### src/rtl/mmio_gpio_pkg.sv
// Shared constants, register layout and address-decode helpers for the GPIO bank.
package mmio_gpio_pkg;

    localparam int PORT_STRIDE = 8;

    localparam logic [2:0] OFS_OUT  = 3'd0;
    localparam logic [2:0] OFS_DIR  = 3'd1;
    localparam logic [2:0] OFS_IN   = 3'd2;
    localparam logic [2:0] OFS_FLAG = 3'd3;
    localparam logic [2:0] OFS_IE   = 3'd4;
    localparam logic [2:0] OFS_EDGE = 3'd5;

    typedef struct packed {
        logic [7:0] edge_sel;
        logic [7:0] ie;
        logic [7:0] flag;
        logic [7:0] pin_in;
        logic [7:0] dir;
        logic [7:0] out_val;
    } port_regs_t;

    // An odd byte is written by any odd-address access or by a word access to its pair.
    function automatic logic offset_written(input logic [2:0] addr_ofs, input logic byt,
                                            input logic [2:0] ofs);
        logic same_word;
        same_word = (addr_ofs[2:1] == ofs[2:1]);
        if (ofs[0]) begin
            offset_written = same_word && (addr_ofs[0] || !byt);
        end else begin
            offset_written = same_word && !addr_ofs[0];
        end
    endfunction

endpackage

### src/rtl/mmio_gpio_bank_if.sv
// CPU data-bus slice seen by the GPIO bank.
interface mmio_gpio_bank_if #(parameter int ADDR_WIDTH = 10);

    logic [ADDR_WIDTH-1:0] dmem_addr;
    logic                  dmem_wen;
    logic                  dmem_byt;
    logic [15:0]           dmem_wdata;
    logic [15:0]           dmem_rdata;

    modport master (output dmem_addr, dmem_wen, dmem_byt, dmem_wdata, input dmem_rdata);
    modport slave  (input dmem_addr, dmem_wen, dmem_byt, dmem_wdata, output dmem_rdata);

endinterface

### src/rtl/mmio_gpio_port.sv
// One 8-bit GPIO port: registers, input synchroniser, edge detection and sticky flags.
module mmio_gpio_port
    import mmio_gpio_pkg::*;
(
    input  logic       sys_clk,
    input  logic       rst_n,
    input  logic       armed,
    input  logic [7:0] pins,
    input  logic       wr_hit,
    input  logic [2:0] addr_ofs,
    input  logic       byt,
    input  logic [15:0] wdata,
    output port_regs_t regs,
    output logic       irq_term
);

    logic [7:0] s1_r, s2_r, s3_r;
    logic [7:0] out_r, dir_r, flag_r, ie_r, edge_r;
    logic [7:0] event_s, w1c_s;

    // Edge events and write-1-to-clear mask for this cycle.
    always_comb begin
        event_s = 8'h00;
        w1c_s   = 8'h00;
        if (armed) begin
            event_s = ~dir_r & ((~edge_r & s2_r & ~s3_r) | (edge_r & ~s2_r & s3_r));
        end else begin
            event_s = 8'h00;
        end
        if (wr_hit && offset_written(addr_ofs, byt, OFS_FLAG)) begin
            w1c_s = wdata[15:8];
        end else begin
            w1c_s = 8'h00;
        end
    end

    // Port registers, synchroniser chain and sticky flags.
    always_ff @(posedge sys_clk or negedge rst_n) begin
        if (!rst_n) begin
            s1_r   <= 8'h00;
            s2_r   <= 8'h00;
            s3_r   <= 8'h00;
            out_r  <= 8'h00;
            dir_r  <= 8'h00;
            flag_r <= 8'h00;
            ie_r   <= 8'h00;
            edge_r <= 8'h00;
        end else begin
            s1_r   <= pins;
            s2_r   <= s1_r;
            s3_r   <= s2_r;
            // A new event wins over a clear landing in the same cycle.
            flag_r <= (flag_r & ~w1c_s) | event_s;
            if (wr_hit && offset_written(addr_ofs, byt, OFS_OUT))  out_r  <= wdata[7:0];
            if (wr_hit && offset_written(addr_ofs, byt, OFS_DIR))  dir_r  <= wdata[15:8];
            if (wr_hit && offset_written(addr_ofs, byt, OFS_IE))   ie_r   <= wdata[7:0];
            if (wr_hit && offset_written(addr_ofs, byt, OFS_EDGE)) edge_r <= wdata[15:8];
        end
    end

    assign regs.out_val  = out_r;
    assign regs.dir      = dir_r;
    assign regs.pin_in   = s2_r;
    assign regs.flag     = flag_r;
    assign regs.ie       = ie_r;
    assign regs.edge_sel = edge_r;
    assign irq_term      = |(flag_r & ie_r);

endmodule

### src/rtl/mmio_gpio_bank.sv
// Memory-mapped bank of NUM_PORTS GPIO ports: address decode, registered read address,
// read mux (zero outside the window so it can be OR-merged), arming counter and irq.
module mmio_gpio_bank
    import mmio_gpio_pkg::*;
#(
    parameter int NUM_PORTS  = 4,
    parameter int ADDR_WIDTH = 10,
    parameter int BASE_ADDR  = 'h080
) (
    input  logic                   sys_clk,
    input  logic                   rst_n,
    mmio_gpio_bank_if.slave        bus,
    input  logic [8*NUM_PORTS-1:0] gpio_i,
    output logic [8*NUM_PORTS-1:0] gpio_o,
    output logic [8*NUM_PORTS-1:0] gpio_oe,
    output logic                   irq
);

    localparam int PW = ADDR_WIDTH - 3;
    localparam logic [ADDR_WIDTH:0] BASE_X   = (ADDR_WIDTH+1)'(BASE_ADDR);
    localparam logic [ADDR_WIDTH:0] WIN_SIZE = (ADDR_WIDTH+1)'(PORT_STRIDE * NUM_PORTS);

    logic [ADDR_WIDTH-1:0] addr_d_r;
    logic [1:0]            arm_cnt_r;
    logic                  irq_r;
    logic                  armed_s;
    // One extra bit so an address below the base wraps to a value beyond the window.
    logic [ADDR_WIDTH:0]   rel_w_s, rel_d_s;
    logic                  win_w_s, win_d_s;
    port_regs_t            regs_s [NUM_PORTS];
    port_regs_t            sel_s;
    logic [NUM_PORTS-1:0]  irq_term_s;
    logic [15:0]           rdata_s;

    assign rel_w_s = {1'b0, bus.dmem_addr} - BASE_X;
    assign rel_d_s = {1'b0, addr_d_r} - BASE_X;
    assign win_w_s = (rel_w_s < WIN_SIZE);
    assign win_d_s = (rel_d_s < WIN_SIZE);
    assign armed_s = (arm_cnt_r == 2'd3);

    for (genvar p = 0; p < NUM_PORTS; p++) begin : g_port
        logic hit_s;
        assign hit_s = bus.dmem_wen && win_w_s && (rel_w_s[ADDR_WIDTH-1:3] == PW'(p));

        mmio_gpio_port u_port (
            .sys_clk  (sys_clk),
            .rst_n    (rst_n),
            .armed    (armed_s),
            .pins     (gpio_i[8*p +: 8]),
            .wr_hit   (hit_s),
            .addr_ofs (rel_w_s[2:0]),
            .byt      (bus.dmem_byt),
            .wdata    (bus.dmem_wdata),
            .regs     (regs_s[p]),
            .irq_term (irq_term_s[p])
        );

        assign gpio_o[8*p +: 8]  = regs_s[p].out_val;
        assign gpio_oe[8*p +: 8] = regs_s[p].dir;
    end

    // Read-address latch, arming counter and summary interrupt.
    always_ff @(posedge sys_clk or negedge rst_n) begin
        if (!rst_n) begin
            addr_d_r  <= {ADDR_WIDTH{1'b0}};
            arm_cnt_r <= 2'd0;
            irq_r     <= 1'b0;
        end else begin
            addr_d_r <= bus.dmem_addr;
            if (!armed_s) arm_cnt_r <= arm_cnt_r + 2'd1;
            irq_r <= |irq_term_s;
        end
    end

    // Read mux on the previous cycle's address.
    always_comb begin
        sel_s   = '0;
        rdata_s = 16'h0000;
        for (int p = 0; p < NUM_PORTS; p++) begin
            sel_s = sel_s | ((rel_d_s[ADDR_WIDTH-1:3] == PW'(p)) ? regs_s[p] : '0);
        end
        if (win_d_s) begin
            case (rel_d_s[2:1])
                2'd0:    rdata_s = {sel_s.dir, sel_s.out_val};
                2'd1:    rdata_s = {sel_s.flag, sel_s.pin_in};
                2'd2:    rdata_s = {sel_s.edge_sel, sel_s.ie};
                default: rdata_s = 16'h0000;
            endcase
        end else begin
            rdata_s = 16'h0000;
        end
    end

    assign bus.dmem_rdata = rdata_s;
    assign irq            = irq_r;

endmodule

### src/flat_wrapper.sv
// flat-port wrapper written by rule: the top's interface ports become plain ports
module mmio_gpio_bank_flat import mmio_gpio_pkg::*;
#(
    parameter int NUM_PORTS  = 4,
    parameter int ADDR_WIDTH = 10,
    parameter int BASE_ADDR  = 'h080
)
  (sys_clk, rst_n, gpio_i, gpio_o, gpio_oe, irq, bus_dmem_addr, bus_dmem_wen, bus_dmem_byt, bus_dmem_wdata, bus_dmem_rdata);
  mmio_gpio_bank_if #(.ADDR_WIDTH(ADDR_WIDTH)) bus_i ();
  input  logic sys_clk;
  input  logic rst_n;
  input  logic [8*NUM_PORTS-1:0] gpio_i;
  output logic [8*NUM_PORTS-1:0] gpio_o;
  output logic [8*NUM_PORTS-1:0] gpio_oe;
  output logic irq;
  input wire logic [$bits(bus_i.dmem_addr)-1:0] bus_dmem_addr;
  input wire logic [$bits(bus_i.dmem_wen)-1:0] bus_dmem_wen;
  input wire logic [$bits(bus_i.dmem_byt)-1:0] bus_dmem_byt;
  input wire logic [$bits(bus_i.dmem_wdata)-1:0] bus_dmem_wdata;
  output wire logic [$bits(bus_i.dmem_rdata)-1:0] bus_dmem_rdata;
  assign bus_i.dmem_addr = bus_dmem_addr;
  assign bus_i.dmem_wen = bus_dmem_wen;
  assign bus_i.dmem_byt = bus_dmem_byt;
  assign bus_i.dmem_wdata = bus_dmem_wdata;
  assign bus_dmem_rdata = bus_i.dmem_rdata;
  mmio_gpio_bank #(.NUM_PORTS(NUM_PORTS), .ADDR_WIDTH(ADDR_WIDTH), .BASE_ADDR(BASE_ADDR)) u_core (.sys_clk(sys_clk), .rst_n(rst_n), .bus(bus_i), .gpio_i(gpio_i), .gpio_o(gpio_o), .gpio_oe(gpio_oe), .irq(irq));
endmodule
### config.mk
export PLATFORM = sky130hd
export DESIGN_NAME = mmio_gpio_bank_flat
export DESIGN_NICKNAME = d
export VERILOG_FILES = /design/src/rtl/mmio_gpio_pkg.sv /design/src/rtl/mmio_gpio_bank_if.sv /design/src/rtl/mmio_gpio_port.sv /design/src/rtl/mmio_gpio_bank.sv /design/src/flat_wrapper.sv
export SDC_FILE = /design/constraint.sdc
export NUM_CORES = 1
export LEC_CHECK = 0
export BUFFER_PORTS_ARGS = -buffer_cell sky130_fd_sc_hd__buf_2
export CORE_MARGIN = 8
export CORE_UTILIZATION = 40
export DETAILED_ROUTE_END_ITERATION = 6
export PLACE_DENSITY = 0.59
export SYNTH_ARGS = -nofsm -noshare
export SYNTH_HDL_FRONTEND = slang
export SYNTH_SLANG_ARGS = --single-unit
### constraint.sdc
create_clock -name sys_clk -period 3.9 [get_ports sys_clk]
set_input_delay 0.585 -clock sys_clk [delete_from_list [all_inputs] [get_ports sys_clk]]
set_output_delay 0.585 -clock sys_clk [all_outputs]
set_load 0.02 [all_outputs]
Yosys cells after proc, flatten, opt, wreduce, memory -nomap -nowiden
Index checks and enable logic that the tools add are counted.
{"block": "totals", "ff_bits": 269, "latch_bits": 0, "ramBits": 0, "mem_bits_ro": 0, "in_bits": 62, "output_inout_bits": 81, "wordCells": 162, "n_memories": 0}
{"block": "classes", "addsub": 3, "n_mul": 0, "div_mod_pow": 0, "n_lt_le_gt_ge": 2, "eq_ne": 11, "n_shift": 0, "muxes": 14, "n_bitwise": 59, "reduce_logical": 38}
{"cell": "8-bit AND", "count": 28}
{"cell": "48-bit two-way mux", "count": 4}
{"cell": "8-bit inverter", "count": 20}
{"cell": "48-bit bitwise OR", "count": 3}
{"cell": "8-bit two-way mux", "count": 8}
{"cell": "8-bit bitwise OR", "count": 8}
{"cell": "16-bit one-hot mux with 3 select lines", "count": 1}
{"cell": "32-bit OR reduction", "count": 1}
{"cell": "1-bit logical AND", "count": 30}
{"cell": "7-bit by 2-bit == test with 1-bit output, second input constant", "count": 4}
{"cell": "11-bit by 6-bit less-than comparator with 1-bit output, second input constant", "count": 2}
{"cell": "10-bit by 8-bit subtractor with 11-bit output, second input constant", "count": 2}
{"cell": "16-bit two-way mux", "count": 1}
{"cell": "7-bit by 1-bit == test with 1-bit output, second input constant", "count": 2}
{"cell": "7-bit logical NOT", "count": 2}
{"cell": "2-bit == test, second input constant", "count": 3}
{"cell": "2-bit by 1-bit == test with 1-bit output, second input constant", "count": 2}
{"cell": "2-bit logical NOT", "count": 2}
{"cell": "2-bit by 1-bit adder with 2-bit output, second input constant", "count": 1}
{"cell": "1-bit logical NOT", "count": 2}
{"cell": "1-bit logical OR", "count": 1}

Longest topological paths before layout
Gate-level depths: netlist of run 1.
{"block": "depth", "word_depth": 9, "mapped_depth": 7, "mapped_depth_nobuf": 4}

Cells and area by module
From an unflattened synthesis of run 1, not the netlist that was laid out.
{"block": "hier_totals", "hier_cells": 814, "area_unflattened_um2": 11725.0}
{"module": "mmio_gpio_port", "n_inst": 4, "cells_each": 168, "area_per_inst_um2": 2431.1}
{"module": "mmio_gpio_bank", "n_inst": 1, "cells_each": 142, "area_per_inst_um2": 2000.7}

Least setup slack after synthesis of run 1
OpenSTA, ideal clock, no wires.
{"block": "synth_timing", "path_type": "register to output", "from": "reg u_core.addr_d_r[9]", "to": "out bus_dmem_rdata[2]", "t_arrival_ns": 1.760, "required_ns": 3.315, "setup_slack_ns": 1.555, "stages_incl_launch_ff": 6, "n_path_buf": 1, "path_cell_list": "dfrtp_1 or4b_1 nor3_1 clkbuf_1 a22oi_1 nand2_1"}
{"block": "synth_between", "elab_chain_len": 8, "word_cells_on_any_way": 15}
{"item": "from (decl)", "line": "mmio_gpio_bank.sv:23", "text": "logic [ADDR_WIDTH-1:0] addr_d_r;"}
{"item": "from (signal assigned)", "line": "mmio_gpio_bank.sv:65", "text": "addr_d_r <= {ADDR_WIDTH{1'b0}};"}
{"item": "from (signal assigned)", "line": "mmio_gpio_bank.sv:69", "text": "addr_d_r <= bus.dmem_addr;"}
{"item": "10-bit by 8-bit subtractor with 11-bit output *", "line": "mmio_gpio_bank.sv:36", "text": "assign rel_d_s = {1'b0, addr_d_r} - BASE_X;"}
{"item": "7-bit by 1-bit == test with 1-bit output / 7-bit logical NOT (equally long branches)", "line": "mmio_gpio_bank.sv:80", "text": "sel_s = sel_s | ((rel_d_s[ADDR_WIDTH-1:3] == PW'(p)) ? regs_s[p] : '0);"}
{"item": "48-bit two-way mux", "line": "mmio_gpio_bank.sv:80"}
{"item": "48-bit bitwise OR (3 in series)", "line": "mmio_gpio_bank.sv:80"}
{"item": "16-bit one-hot mux with 3 select lines", "line": "mmio_gpio_bank.sv:83", "text": "case (rel_d_s[2:1])"}
{"item": "16-bit two-way mux *", "line": "mmio_gpio_bank.sv:82", "text": "if (win_d_s) begin"}
{"item": "to (decl)", "line": "flat_wrapper.sv:20", "text": "output wire logic [$bits(bus_i.dmem_rdata)-1:0] bus_dmem_rdata;"}
Mark *: on every way between the ends. The rest lies on a longest branch, timed or not.

Worst setup path in the final report of run 1
{"block": "layout_timing", "from": "reg u_core.addr_d_r[3]", "to": "out bus_dmem_rdata[1]"}
Same word-level chain as after synthesis.

==> flow_metrics.tcl, run 1 <==
set metrics [dict create \
    cts_buffers 29 \
    final_area_sq_mm 0.0137 \
    postPlaceCellArea_sq_mm 0.0126 \
    syn_area_per_cell_sq_um 12.8 \
    outcome "completed" \
    powerDensity_mw_per_mm2 454 \
    crit_chain "buf_12, mux2i_1, o22ai_1, a22oi_1, nand2_1, buf_2" \
    final_hold_viol_count 0 \
    crit_path_max_incr_delay_ps 650 \
    synth.yosys.seq_area_share_pct 56.6 \
    leakagePower_nw 6.40 \
    area_growth_pct 15.2 \
    root_buffer "clkbuf_16" \
    fmax_mhz 299 \
    crit_arrival_ps 2760 \
    layoutNonFillerInstCount 1431 \
    worst_setup_path_end_kind "output port" \
    wl_per_cell_microns 23.7 \
    p_switching_mw 1.41 \
    worst_slack_ps 554 \
    cp_top_family "flip-flops" \
    path_max_fanout 32 \
    grt_pass1_vias 8202 \
    path_class "reg2out" \
    synthFlopType "dfrtp_1" \
    hold_buffers 0 \
    drt_iter0_drc 559 \
    combPwrFrac_pct 5.9 \
    place.gp.congestion 0.863 \
    async_flop_share_pct 100 \
    p_clk_share_pct 46.7 \
    antenna_cells 0 \
    rows 63 \
    grt_setup_unrepaired "false" \
    internal-power_mw 4.78 \
    grt_pass1_wl_mm 52.4 \
    grt_max_degree 109 \
    fillers 2656 \
    synth_fp_nets 987 \
    cts_resized 0 \
    clk_pin_slew_ps 50 \
    place_hpwl_mm 24.4 \
    cts_sinks 268 \
    finalSetupTns_ps 0 \
    p_seq_share_pct 47.4 \
    worstMarginPinSlew_ps 958 \
    die_h_microns 188 \
    finalCritPeriodShare_pct 85.8 \
    drv_cap 0 \
    slowest_stage "dfrtp_4" \
    route.final.wire_length_mm 33.9 \
    die_w_microns 188 \
    antenna_found_initial 0 \
    htreeDepth 1 \
    synth_area_sq_mm 0.0119 \
    hold_class "in2async" \
    dp_cells 1377 \
    io_pins 143 \
    vias_per_cell 5.46 \
    dr.pass1.iters 5 \
    fin_nets 1081 \
    gr-total-overflow 0 \
    cp.required_ps 3310 \
    ant_nets 0 \
    setup_viol 0 \
    synth-seq-cells 268 \
    cts_setup_buffers 0 \
    slew_headroom_pct 36.1 \
    yosysWarnings 0 \
    initial_core_util_pct 40.3 \
    synthDistinctLibCells 41 \
    grt_usage_pct 19.2 \
    synth_edf_count 0 \
    cts_buffer_depth 3 \
    fin_crit_ps 3350 \
    port_buffers 142 \
    ir_drop_mv 0.309 \
    clk_latency_ps 550 \
    dieArea_sq_mm 0.0354 \
    slew_violations 0 \
    cts_tree "done" \
    layout-drive-gt1-share_pct 35.5 \
    fin_skew_ps 11.3 \
    vias 7811 \
    critPathLaunchType "flip-flop" \
    place_ws_ps 1140 \
    drc_errors 0 \
    syn_inst 924 \
    p_sw_share_pct 22.8 \
    core_sq_mm 0.0294 \
    cp_num_buf_inv 2 \
]
[worst paths after layout]
check	startpoint	endpoint	slack, ps	cells past startpoint
max in group asynchronous	rst_n	u_core.g_port[2].u_port.dir_r[3]$_DFFE_PN0P_	2820	2
min in group sys_clk	gpio_i[20]	u_core.g_port[2].u_port.s1_r[4]$_DFF_PN0_	130	1
worst max register to register	u_core.g_port[1].u_port.flag_r[3]$_DFF_PN0_	u_core.irq$_DFF_PN0_	2240	3
worst min-delay path	rst_n	u_core.addr_d_r[5]$_DFF_PN0_	30	1
worst min register to register	u_core.g_port[3].u_port.s1_r[6]$_DFF_PN0_	u_core.g_port[3].u_port.s2_r[6]$_DFF_PN0_	340	0
worst max-delay path	u_core.addr_d_r[3]$_DFF_PN0_	bus_dmem_rdata[1]	550	6
[power by group through the flow]
| stage | Combinational (mW) | Clock (mW) | Sequential [mW] |
|---|---|---|---|
| 5_1_grt | 0.400 | 3.07 | 2.95 |
| 4_1_cts | 0.370 | 2.95 | 2.94 |
| 2_1_floorplan | 0.198 | 0 | 2.96 |
| 3_5_place_dp | 0.369 | 0 | 2.99 |
| 6_report | 0.365 | 2.89 | 2.94 |
| 3_3_place_gp | 0.368 | 0 | 2.99 |
[flip-flops by register name, indices dropped and copies added, names as in the netlist]
name                         flops
u_core.irq                       1
u_core.g_port.u_port.s2_r       32
u_core.g_port.u_port.dir_r      32
u_core.arm_cnt_r                 2
u_core.g_port.u_port.edge_r     32
u_core.g_port.u_port.out_r      32
u_core.g_port.u_port.s3_r       32
u_core.g_port.u_port.ie_r       32
u_core.g_port.u_port.s1_r       32
u_core.addr_d_r                  9
u_core.g_port.u_port.flag_r     32
[cell type report]
type	count	area [sq um]	area share, %
clock buffers	42	855	6.26
clock inverters	12	164	1.20
repair buffers	164	923	6.76
inverters	1	3.75	0.0275
multi-input cells	554	4510	33.0
flip-flops and latches	268	6710	49.2
well taps	390	488	3.57
[layer usage]
layer  routed length [microns]  share of wire (%)  up-vias  global-route usage, %
li1                          -                  -     3473                      -
met1                     15200                 45     4016                   26.6
met2                     15500                 46      265                   29.7
met3                      2220                6.6       57                   4.35
met4                       944                2.8        0                   5.39
met5                         0                  0        -                      0
[worst reg2reg max path, delay by kind of cell (launching register included)]
kind	cells	cell delay, ps
AND/OR/NAND/NOR	2	740
AO/OA/AOI/OAI	1	350
flip-flops	1	430
[layout by cell type (no fill, tap or decap), types with 4 or more instances in the layout]
cell type,n
clkbuf_16,29
mux2i_1,64
nand2b_1,43
clkbuf_8,8
o22ai_1,59
dfrtp_1,267
buf_2,141
nand3_1,8
nand2_1,93
clkbuf_1,5
nor2_4,5
mux2_4,8
mux2_2,121
bufinv_16,4
buf_4,19
mux4_2,16
o21ai_0,32
nand3b_1,33
nand4_1,7
clkinv_2,7
nor2_1,8
a22oi_1,28
[Yosys cell counts (all sizes together) (7+ instances only)]
cell	number	area, sq um
a22oi	28	210
buf	82	574
clkbuf	19	71.3
dfrtp	268	6710
mux2	129	1480
mux2i	64	641
mux4	16	360
nand2	93	349
nand2b	43	269
nand3	9	50.1
nand3b	33	248
nand4	7	43.8
nor2	15	98.8
o21ai	32	160
o22ai	59	369
[through the flow]
| step | hold WS (ps) | power, mW | utilization (%) |
|---|---|---|---|
| finish | 31.9 | 6.20 | 46.4 |
| global route | 115 | 6.41 | 46.4 |
| CTS | 115 | 6.26 | 46.4 |
| detailed placement | 335 | 3.36 | 43.0 |
| global placement | 332 | 3.35 | 43.0 |
| floorplan | 289 | 3.16 | - |
[kinds of logic after synthesis]
kind of cell    count (synthesis)  synth area share (%)
fa+ha+maj                       1                 0.106
xor+xnor                        1                0.0739
buf+inv                       102                  5.48
flops                         268                  56.6
compound gates                128                  6.80
mux                           209                  20.9
simple gates                  215                  10.0
No activity file was read; power rests on OpenSTA's default activity.
==> run 2: changes to the inputs <==
--- a/config.mk
+++ b/config.mk
@@ -9,7 +9,6 @@
 export CORE_MARGIN = 8
 export CORE_UTILIZATION = 40
 export DETAILED_ROUTE_END_ITERATION = 6
-export PLACE_DENSITY = 0.59
 export SYNTH_ARGS = -nofsm -noshare
 export SYNTH_HDL_FRONTEND = slang
 export SYNTH_SLANG_ARGS = --single-unit
==> flow_metrics.tcl, run 2 (same netlist as run 1, synthesis figures left out) <==
set metrics [dict create \
    hold_class "in2async" \
    cts_setup_buffers 0 \
    reg2reg_depth 3 \
    final_cell_mix "dfrtp_1, buf_2, mux2_2" \
    fin_skew_ps 9.45 \
    drt_iter0_drc 601 \
    slew_headroom_pct 45.0 \
    route.final.wire_length_mm 33.7 \
    final_hold_viol_count 0 \
    antenna_cells 0 \
    r2r-end "u_core.irq$_DFF_PN0_" \
    path_max_fanout 35 \
    cts_tree "done" \
    layout-drive-gt1-share_pct 35.0 \
    fin_nets 1082 \
    vias_per_cell 5.49 \
    place_ws_ps 1140 \
    cts_sinks 268 \
    gr-total-overflow 0 \
    grt_usage_pct 18.7 \
    core_sq_mm 0.0294 \
    area_growth_pct 14.3 \
    critPathLaunchType "flip-flop" \
    place_hpwl_mm 24.0 \
    fin_crit_ps 3470 \
    grt_pass1_vias 8148 \
    crit_chain "buf_12, mux2i_1, o22ai_1, a22oi_1, nand2_1, buf_2" \
    grt_setup_unrepaired "false" \
    drc_errors 0 \
    p_seq_share_pct 49.3 \
    path_class "reg2out" \
    dr.pass1.iters 5 \
    clk_pin_slew_ps 60 \
    cts_buffer_depth 3 \
    internal-power_mw 4.58 \
    die_w_microns 188 \
    p_clk_share_pct 44.7 \
    root_buffer "clkbuf_16" \
    finalCritPeriodShare_pct 89.0 \
    leakagePower_nw 6.35 \
    final_common_cell "dfrtp_1" \
    wl_per_cell_microns 23.6 \
    slowest_stage "dfrtp_4" \
    vias 7823 \
    outcome "completed" \
    place.gp.congestion 0.829 \
    grt_pass1_wl_mm 51.5 \
    cp_num_buf_inv 2 \
    slew_violations 0 \
    worst_setup_path_end_kind "output port" \
    port_buffers 142 \
    powerDensity_mw_per_mm2 440 \
    io_pins 143 \
    cts_resized 0 \
    hold_buffers 0 \
    worstMarginPinSlew_ps 825 \
    fillers 2721 \
    worst_slack_ps 429 \
    r2r_slack_ps 2300 \
    grt_max_degree 101 \
    antenna_found_initial 0 \
    crit_path_max_incr_delay_ps 720 \
    ant_nets 0 \
    dieArea_sq_mm 0.0354 \
    fin_hold_ws_ps 70.8 \
    rows 63 \
    cp_top_family "flip-flops" \
    die_h_microns 188 \
    drv_cap 0 \
    clk_latency_ps 540 \
    r2r-start "u_core.g_port[1].u_port.flag_r[3]$_DFF_PN0_" \
    p_switching_mw 1.38 \
    cp.required_ps 3310 \
    cts_buffers 29 \
    initial_core_util_pct 40.3 \
    crit_arrival_ps 2890 \
    ir_drop_mv 0.305 \
    finalSetupTns_ps 0 \
    combPwrFrac_pct 6.1 \
    fmax_mhz 288 \
    setup_viol 0 \
    htreeDepth 1 \
    p_sw_share_pct 23.2 \
]
## run 2: cell types whose count changed in the layout (fill, tap and decap cells not counted), sizes merged
cell,previous run,this run
buf,164,165
bufinv,4,2
clkbuf,42,41
clkinv,7,4
## run 2: layout make-up
| cell class | instances | area (sq um) | share of cell area [%] |
|---|---|---|---|
| Sequential cell | 268 | 6710 | 49.5 |
| Clock buffer | 41 | 821 | 6.06 |
| Clock inverter | 7 | 88.8 | 0.656 |
| Multi-Input combinational cell | 554 | 4510 | 33.3 |
| Timing Repair Buffer | 165 | 931 | 6.87 |
| Inverter | 1 | 3.75 | 0.0277 |
| Tap cell | 390 | 488 | 3.60 |
## run 2: stage by stage
step / util, % / total power, mW / cell area (sq um) / std cells
floorplan: - / 3.16 / 11900 / 924
CTS: 46.1 / 6.04 / 13600 / 1426
global placement: 43.0 / 3.35 / 12600 / 1378
finish: 46.1 / 5.97 / 13600 / 1426
global route: 46.1 / 6.18 / 13600 / 1426
detailed placement: 43.0 / 3.35 / 12600 / 1378
## run 2: how the worst max path moves through the flow
| stage | start | endpoint | slack, ps | cells after the start |
|---|---|---|---|---|
| global route | u_core.addr_d_r[3]$_DFF_PN0_ | bus_dmem_rdata[1] | 400 | 6 |
| finish | u_core.addr_d_r[3]$_DFF_PN0_ | bus_dmem_rdata[1] | 430 | 6 |
| CTS | u_core.addr_d_r[3]$_DFF_PN0_ | bus_dmem_rdata[1] | 550 | 6 |
| floorplan | u_core.addr_d_r[9]$_DFF_PN0_ | bus_dmem_rdata[2] | 1560 | 5 |
| detailed placement | u_core.addr_d_r[3]$_DFF_PN0_ | bus_dmem_rdata[1] | 1140 | 6 |
| global placement | u_core.addr_d_r[3]$_DFF_PN0_ | bus_dmem_rdata[1] | 1140 | 6 |
## run 2: per-layer routing
layer | vias up | share of wire [%] | track usage, % | routed length [microns]
li1 | 3471 | - | - | -
met1 | 4011 | 44 | 25.6 | 14800
met2 | 276 | 45 | 29.0 | 15300
met3 | 65 | 7.1 | 4.27 | 2400
met4 | 0 | 3.5 | 6.61 | 1180
met5 | - | 0 | 0 | 0
## run 2: power groups by stage
stage               combinational (mW)  sequential [mW]  clock [mW]
floorplan                        0.198             2.96           0
global placement                 0.363             2.99           0
detailed placement               0.364             2.99           0
CTS                              0.366             2.94        2.73
global route                     0.394             2.95        2.84
finish                           0.362             2.94        2.67
==> run 3: changes to the inputs <==
==> constraint.sdc (replaced) <==
create_clock -name sys_clk -period 3.9 [get_ports sys_clk]
set_input_delay 0.39 -clock sys_clk [delete_from_list [all_inputs] [get_ports sys_clk]]
set_output_delay 0.39 -clock sys_clk [all_outputs]
set_load 0.02 [all_outputs]
==> flow_metrics.tcl, run 3 (same netlist as run 1, synthesis figures left out) <==
set metrics [dict create \
    drt_iter0_drc 618 \
    hold_buffers 40 \
    ant_nets 0 \
    crit_path_max_incr_delay_ps 670 \
    cts_setup_buffers 0 \
    grt_pass1_vias 8340 \
    final_common_cell "dfrtp_1" \
    drc_errors 0 \
    fin_skew_ps 14.6 \
    worst_setup_path_end_kind "output port" \
    grt_max_degree 117 \
    outcome "completed" \
    io_pins 143 \
    ir_drop_mv 0.353 \
    grt_use_met1_pct 25.5 \
    r2r-end "u_core.irq$_DFF_PN0_" \
    grt_setup_unrepaired "false" \
    powerDensity_mw_per_mm2 445 \
    r2r_slack_ps 2360 \
    die_w_microns 188 \
    grt_usage_pct 18.5 \
    multi_input_area_sq_mm 0.00451 \
    gr-total-overflow 0 \
    fin_nets 1118 \
    cp_num_cells 6 \
    place.gp.congestion 0.834 \
    grt_pass1_wl_mm 51.1 \
    slew_headroom_pct 39.0 \
    cp_num_buf_inv 2 \
    drv_cap 0 \
    r2r-start "u_core.g_port[1].u_port.flag_r[3]$_DFF_PN0_" \
    vias_per_cell 5.42 \
    path_class "reg2out" \
    final_area_sq_mm 0.0140 \
    grtUsageMet3_pct 4.14 \
    hold_class "in2reg" \
    grt-busiest-layer "met2" \
    finalSetupTns_ps 0 \
    port_buffers 142 \
    area_growth_pct 18.5 \
    final_hold_viol_count 0 \
    slowest_stage "or4b_1" \
    postPlaceCellArea_sq_mm 0.0126 \
    crit_top_cell "nand2_1" \
    endpoint "bus_dmem_rdata[0]" \
    clk_pin_slew_ps 60 \
    core_sq_mm 0.0294 \
    dr.pass1.iters 5 \
    vias 7952 \
    leakagePower_nw 6.56 \
    worstMarginPinSlew_ps 916 \
    cts_buffers 30 \
    reg2reg_depth 3 \
    layout-drive-gt1-share_pct 34.0 \
    cts_resized 0 \
    setup_viol 0 \
    slew_violations 0 \
    met2_usage_pct 28.1 \
    cts_sinks 268 \
    route.final.wire_length_mm 32.8 \
    wl_per_cell_microns 22.4 \
    fmax_mhz 315 \
    clk_latency_ps 550 \
    dieArea_sq_mm 0.0354 \
    antenna_cells 0 \
    die_h_microns 188 \
    cts_tree "done" \
    finalCritPeriodShare_pct 81.4 \
    total_power_mw 6.26 \
    cts_buffer_depth 3 \
    regArea_sq_mm 0.00671 \
    rows 63 \
    crit_chain "or4b_1, nor4_4, buf_4, nand2_1, nand2_1, buf_2" \
    fillers 2697 \
    critPathLaunchType "flip-flop" \
    final_cell_mix "dfrtp_1, buf_2, mux2_2" \
    startpoint "u_core.addr_d_r[9]$_DFF_PN0_" \
    root_buffer "clkbuf_16" \
    place_hpwl_mm 22.6 \
    path_max_fanout 10 \
    antenna_found_initial 0 \
    initial_core_util_pct 40.3 \
    fin_hold_ws_ps 50.1 \
    htreeDepth 1 \
    cp_top_family "simple AND/OR/NAND/NOR gates" \
    crit_arrival_ps 2780 \
    fin_crit_ps 3170 \
    cp.required_ps 3510 \
]
-- run 3: cell count changes in the layout (fill, tap and decap cells not counted), sizes merged --
cell	previous run	this run
dlygate4sd3	0	40
clkbuf	41	45
clkinv	4	7
bufinv	2	3
inv	2	1
buf	165	160
-- run 3: per-layer routing --
| metal | routed length [microns] | part of all wire, % |
|---|---|---|
| met1 | 15000 | 46 |
| met2 | 14600 | 44 |
| met3 | 2040 | 6.2 |
| met4 | 1250 | 3.8 |
| met5 | 0 | 0 |
-- run 3: worst min-delay path by stage --
stage | startpoint | endpoint | slack, ps | cells after the start
after floorplan | rst_n | u_core.addr_d_r[1]$_DFF_PN0_ | 90 | 0
after global routing | bus_dmem_addr[1] | u_core.addr_d_r[1]$_DFF_PN0_ | 30 | 1
after global placement | u_core.g_port[2].u_port.s1_r[0]$_DFF_PN0_ | u_core.g_port[2].u_port.s2_r[0]$_DFF_PN0_ | 330 | 0
after detailed placement | u_core.g_port[1].u_port.s1_r[5]$_DFF_PN0_ | u_core.g_port[1].u_port.s2_r[5]$_DFF_PN0_ | 330 | 0
final | bus_dmem_addr[2] | u_core.addr_d_r[2]$_DFF_PN0_ | 50 | 1
after CTS | bus_dmem_addr[2] | u_core.addr_d_r[2]$_DFF_PN0_ | 30 | 1
-- run 3: layout make-up --
class	count	share of cell area, %
clock buffers	45	6.54
clock inverters	10	0.891
inverters	1	0.0267
multi-input cells	554	32.1
flip-flops and latches	268	47.8
well taps	390	3.47
repair buffers	200	9.21
-- run 3: where the power goes --
group | internal [mW] | switching [mW]
registers | 2.86 | 0.0723
clock network | 1.81 | 1.12
logic | 0.165 | 0.222
-- run 3: stage by stage --
step / worst slack [ps] / utilization, % / instances
after floorplan: 1750 / - / 924
after global placement: 1290 / 42.9 / 1373
after detailed placement: 1280 / 42.9 / 1373
after CTS: 707 / 47.8 / 1468
after global routing: 576 / 47.8 / 1468
final: 726 / 47.8 / 1468
-- run 3: worst register-to-register path, stage by stage (launching register included) --
cell and delay, ps:
dfrtp_1 420, a22oi_1 290, nand4_1 170, or4_1 530
